<file path="config.mk">
export PLATFORM = sky130hd
export DESIGN_NAME = tdma_dispatcher
export DESIGN_NICKNAME = d
export VERILOG_FILES = /design/src/rtl/tdma_dispatcher.sv
export SDC_FILE = /design/constraint.sdc
export NUM_CORES = 1
export LEC_CHECK = 0
export ABC_AREA = 1
export BUFFER_PORTS_ARGS = -buffer_cell sky130_fd_sc_hd__buf_4
export CORE_AREA = 3 3 168 235
export CTS_CLUSTER_SIZE = 8
export DETAILED_ROUTE_END_ITERATION = 10
export DIE_AREA = 0 0 171 238
export PLACE_DENSITY = 0.84
export REMOVE_ABC_BUFFERS = 1
export SETUP_SLACK_MARGIN = 0.2
export SLEW_MARGIN = 20
export SYNTH_ARGS = -nofsm -noshare
export SYNTH_HDL_FRONTEND = slang
export SYNTH_SLANG_ARGS = --single-unit
</file>
<file path="constraint.sdc">
create_clock -name clock -period 4.6 [get_ports clock]
set_input_delay 0.92 -clock clock [delete_from_list [all_inputs] [get_ports clock]]
set_output_delay 0.92 -clock clock [all_outputs]
set_load 0.05 [all_outputs]
</file>
<file path="src/rtl/tdma_dispatcher.sv">
// tdma_dispatcher: per-queue request FIFOs forwarded to one output register, loading only from the TDMA-granted queue
module tdma_dispatcher #(
  parameter int QUEUE_NUMBER = 4,
  parameter int WIDTH = 32,
  parameter int FIFO_DEPTH = 4,
  localparam int SW = QUEUE_NUMBER > 1 ? $clog2(QUEUE_NUMBER) : 1,
  localparam int PW = FIFO_DEPTH > 1 ? $clog2(FIFO_DEPTH) : 1,
  localparam int CW = $clog2(FIFO_DEPTH) + 1
) (
  input  logic clock,
  input  logic reset,
  input  logic [SW-1:0] selection,
  input  logic [QUEUE_NUMBER-1:0] in_valid,
  output logic [QUEUE_NUMBER-1:0] in_ready,
  input  logic [QUEUE_NUMBER-1:0][WIDTH-1:0] in_data,
  output logic out_valid,
  input  logic out_ready,
  output logic [WIDTH-1:0] out_data,
  output logic [SW-1:0] out_source,
  output logic [QUEUE_NUMBER-1:0][CW-1:0] fifo_count
);
  typedef enum logic {EMPTY, LOADED} state_t;
  state_t state, state_nx;
  logic [WIDTH-1:0] mem [QUEUE_NUMBER][FIFO_DEPTH];
  logic [PW-1:0] wptr [QUEUE_NUMBER];
  logic [PW-1:0] rptr [QUEUE_NUMBER];
  logic [QUEUE_NUMBER-1:0] push, pop;
  logic [WIDTH-1:0] rd;
  logic free, load;
  assign free = state == EMPTY || out_ready;
  assign load = |pop;
  assign out_valid = state == LOADED;
  always_comb begin
    in_ready = '0;
    push = '0;
    for (int q = 0; q < QUEUE_NUMBER; q++) begin
      in_ready[q] = fifo_count[q] != CW'(FIFO_DEPTH);
      push[q] = in_valid[q] && in_ready[q];
    end
  end
  // an out-of-range selection matches no queue, so nothing is popped
  always_comb begin
    pop = '0;
    rd = '0;
    for (int q = 0; q < QUEUE_NUMBER; q++) begin
      pop[q] = free && selection == SW'(q) && fifo_count[q] != '0;
      if (pop[q]) rd = mem[q][rptr[q]];
    end
  end
  always_ff @(posedge clock or negedge reset)
    if (!reset) begin
      for (int q = 0; q < QUEUE_NUMBER; q++) begin
        wptr[q] <= '0;
        rptr[q] <= '0;
        fifo_count[q] <= '0;
      end
    end else begin
      for (int q = 0; q < QUEUE_NUMBER; q++) begin
        if (push[q]) wptr[q] <= wptr[q] + 1'b1;
        if (pop[q]) rptr[q] <= rptr[q] + 1'b1;
        fifo_count[q] <= fifo_count[q] + CW'(push[q]) - CW'(pop[q]);
      end
    end
  always_ff @(posedge clock)
    for (int q = 0; q < QUEUE_NUMBER; q++)
      if (push[q]) mem[q][wptr[q]] <= in_data[q];
  always_comb state_nx = load ? LOADED : out_ready ? EMPTY : state;
  always_ff @(posedge clock or negedge reset)
    if (!reset) begin
      state <= EMPTY;
      out_data <= '0;
      out_source <= '0;
    end else begin
      state <= state_nx;
      if (load) begin
        out_data <= rd;
        out_source <= selection;
      end
    end
endmodule

</file>
-- Word level (Yosys, flattened, before mapping)
Memories as Yosys holds them, arrays and structs flattened.
Cells that the tools add are included.
W data, S select, Z words.
- memory bits (writable): 512
- input bits: 137
- logic and storage cells: 118
- memories: 1
- output and inout bits: 51
- flip-flop bits (word level): 63
- muxes and demuxes: 34
- equality and inequality tests: 7
- reductions and logical operators: 24
- bitwise logic cells: 9
- order comparisons: 12
- add/sub/neg operators: 16
- memories (memory ; depth ; width ; rd ports ; clocked after Yosys merged registers in ; wr ports ; RTL line ; text):
    mem ; 4 ; 128 ; 4 ; 0 ; 4 ; 24 ; logic [WIDTH-1:0] mem [QUEUE_NUMBER][FIFO_DEPTH];
- operator list (kind ; count):
    $mux W128 ; 4
    $mux W32 ; 16
    $bmux W32 S2 ; 4
    $demux W32 S2 ; 4
    $ge A3 B3 Y1 const B ; 8
    $not A2 Y3 ; 8
    $add A2 B1 Y2 const B ; 8
    $logic_and A1 B1 Y1 ; 16
    $add A3 B1 Y3 ; 4
    $lt A3 B1 Y1 const B ; 4
    $ne A3 B3 Y1 const B ; 4
    $reduce_bool A3 Y1 ; 4
    $sub A3 B1 Y3 ; 4
    $mux W1 ; 6
    $eq A2 B2 Y1 const B ; 2
    $reduce_or A4 Y1 ; 1
    $eq A2 B1 Y1 const B ; 1
    $logic_not A2 Y1 ; 1
    $reduce_bool A2 Y1 ; 1
    $logic_or A1 B1 Y1 ; 1
    $not A1 Y1 ; 1

-- Depth between registers and ports, before layout
- depth after elaboration: 8
- mapped depth: 11
- depth with buffers taken out: 11

-- Worst setup path after synthesis
Ideal clock, no wire load.
- path kind: register to register
- start point: register fifo_count[4] (netlist name)
- end point: memory mem[1][0] (netlist name) (enable)
- clock period less this slack: 3.365 ns
- path slack: 1.235 ns
- required time: 4.179 ns
- buffers on the path: 0
- data arrival time: 2.944 ns
- cell stages (with the launch flop): 5
- cells stage by stage: dfrtp_1 -> inv_1 -> nand3_1 -> nand2_1 -> nor2_1
- RTL lines (item ; RTL line ; text):
    from (decl) ; 20 ; output logic [QUEUE_NUMBER-1:0][CW-1:0] fifo_count
    from (signal, indexed assignment) ; 61 ; fifo_count[q] <= fifo_count[q] + CW'(push[q]) - CW'(pop[q]);
    to (decl) ; 24 ;

-- Worst setup path in the final report
- start point: register rptr[6] (netlist name)
- end point: register out_data[4]
- word-level cells in the longest chain between the ends: 8
- RTL lines (item ; RTL line ; text):
    from (decl) ; 26 ; logic [PW-1:0] rptr [QUEUE_NUMBER];
    from (signal, indexed assignment) ; 60 ; if (pop[q]) rptr[q] <= rptr[q] + 1'b1;
    $not A2 Y3 (implied by the code) ; 47 ; if (pop[q]) rd = mem[q][rptr[q]];
    $bmux W32 S2 ; 47 ;
    $mux W32 (implied by the code) (2 in a row) ; 47 ;
    $mux W32 (4 in a row) ; 47 ;
    to (signal assigned) ; 76 ; out_data <= rd;
    to (decl) ; 18 ; output logic [WIDTH-1:0] out_data,
No other way between the ends. The select of a mux whose other input is x is not followed.
A chain may end at the register's enable or synchronous reset.

==> flow_summary.toml <==
[detailed_routing]
remaining_drc_errors = 0
drt_pre_antenna_iters = 6
num_vias = 17131
via_per_inst = 5.83
drt_first_iter_violations = 2274
wire_per_inst_um = 21.1
wl_um = 62100
final_antenna_net_count = 0

[timing]
worst_relative_slew_slack_pct = 28.1
fin_crit_ps = 2990
final_hold_viols = 0
timing_worst_slew_pin_value_ps = 1080
timing.final.max_slew_violations = 0
max_freq_mhz = 335
totalNegativeSetupSlack_ps = 0
worst_clock_skew_ps = 20.6
setup_viol = 0
grt_setup_unrepaired = "no"
layout_worst_path_cycle_share_pct = 65.0

[cts]
cts_htree_levels = 3
cts_tree = "built"
clk_latency_ps = 600
clk_root_buffer_cell = "clkbuf_16"
cts-hold-fix-buffers = 0
post_cts_resize_count = 0
cts.path.max_buffers = 3
inserted_clock_buffers = 81
clkSinkCount = 575
cts.clk_slew.worst_paths_ps = 50
post-cts-setup-buffer-count = 0

[pwr]
cellPowerDensity_nw_per_um2 = 692
cellLeakagePower_nw = 12.1
power.ir.vdd_worst_uv = 404
power.total_mw = 19.6

[global_route]
grt_start_max_net_pins = 67
grt_antenna_before_repair = 5
gr-usage-all-layers_pct = 30.4
grt_pass1_wl_um = 93600
grt_overflow = 0
first_global_vias = 17067

[placed_design]
globalplace.congestion = 0.843
port_buffers = 187
detailed_place_hpwl_um = 36800

[yosys]
yosys-top-cells-area = "edfxtp_1 (64%), nand2_1 (9.6%), dfrtp_1 (6.5%)"
yosys.cell_types.count = 28
mappedNetlistArea_um2 = 24200
syn_inst = 2193
yosysTopAreaCell = "edfxtp_1"
sequential_to_total_area_share_from_yosys_stat_pct = 70.0
syn_area_per_cell_um2 = 11.0
synth.ff_latch_count = 575
yosysWarningCount = 0
netlist.area_leader.share_pct = 63.5

[die]
die-width_um = 171
io_pins = 188
core-area_um2 = 37600
die_height_um = 238
die_area_um2 = 40700
number_of_rows_in_the_core_area = 84
floorplan.initialDensity_pct = 64.3

[job]
number_of_max_cap_violations = 0

[status]
status = "completed"

[setup_path]
cp_data_arrival_time_ps = 3500
crit_path_end_kind = "flip-flop"
worst_setup_path_start_kind = "flip-flop"
cp_data_required_time_ps = 5120
crit_path_max_fanout = 66
worstRegToRegCells = 8
criticalPathCategory = "reg -> reg"

[layout]
fill_cells = 2117
final_net_count = 2556
layout-drive-gt1-share_pct = 14.3
mostFrequentLayoutCell = "nand2_1"
layout_common_cells = "nand2_1 (621), edfxtp_1 (512), inv_1 (306), nand3_1 (253), buf_4 (216)"
layout-area-overhead-vs-synth_pct = 16.9

[min_path]
path_category_of_the_worst_min_delay_check = "in -> async"
## path summary, 6_finish.rpt
check	startpoint	end	slack, ps
max in group asynchronous	reset	rptr[6]	3440
min in group clock	out_source[1]	out_source[1]	510
hold / removal	reset	rptr[6]	470
setup reg to reg	rptr[6]	out_data[4]	1610
hold reg to reg	out_source[1]	out_source[1]	510
setup / recovery	rptr[6]	out_data[4]	1610
## critical path: stages (launching register included)
cell	delay, ps
dfrtp_4	900
clkinv_2	930
nand2_1	300
nand3_1	130
nand2_1	180
nand2_1	80
nand2_1	160
nor2_1	90
nand3_1	80
## synth_stat cells
master	count
nor2_8	2
nor2_1	164
inv_1	308
nor3_2	1
xnor2_1	4
nand2_2	2
nor2_4	4
edfxtp_1	512
o21ai_0	58
inv_2	4
nand2_1	621
nor2_2	2
nor3_4	1
buf_6	10
fa_1	4
a21oi_1	4
o21ai_1	6
buf_2	51
buf_1	1
nand3_2	10
clkbuf_1	27
buf_4	12
dfrtp_1	63
xor2_1	12
ha_1	24
o22ai_1	32
clkinv_1	1
nand3_1	253
## routing by layer
layer,part of all wire [%],GRT usage (%)
met2,51,51.0
met4,5.8,16.7
met5,0,0
met1,33,37.1
met3,9.8,6.15
## report_power, final
| part | switching [mW] | internal, mW | total, mW | leakage, nW |
|---|---|---|---|---|
| clock network | 2.16 | 3.38 | 5.54 | 1.13 |
| registers | 0.571 | 7.00 | 7.57 | 5.43 |
| logic | 4.71 | 1.76 | 6.47 | 5.58 |
## layout make-up
type                    count  area (µm²)  share of cell area [%]
diodes                      6        15.0                  0.0531
clock buffers             144        2310                    8.15
clock inverters             5        66.3                   0.234
inverters                 313        1180                    4.16
multi-input cells        1204        5560                    19.6
flip-flops and latches    575       17000                    59.9
well taps                 473         592                    2.09
repair buffers            216        1620                    5.73
## cells by family after synthesis
group,after synthesis,synth area share [%]
and+or+nand+nor,1060,18.4
DFF,575,70.0
buffers and inverters,414,7.18
AOI/OAI and AO/OA,100,2.23
xor gates and xnor gates,16,0.579
adders and majority gates,28,1.57
## registers in the layout (all words and copies together) (netlist names)
name / count
rptr: 8
out_data: 32
fifo_count: 12
out_valid: 1
mem: 512
wptr: 8
out_source: 2
## through the flow
stage / hold WS, ps / cells / worst slack, ps / cell area [µm²] / util (%)
finish: 468 / 2936 / 1610 / 28300 / 75.2
detailed placement: 502 / 2781 / 1680 / 25900 / 68.8
floorplan: 557 / 2092 / 1230 / 23600 / -
global route: 505 / 2934 / 1350 / 28300 / 75.2
CTS: 486 / 2930 / 1640 / 28300 / 75.1
global placement: 493 / 2781 / 1760 / 25900 / 68.8
Note: power is estimated with default switching activity, not from simulation.
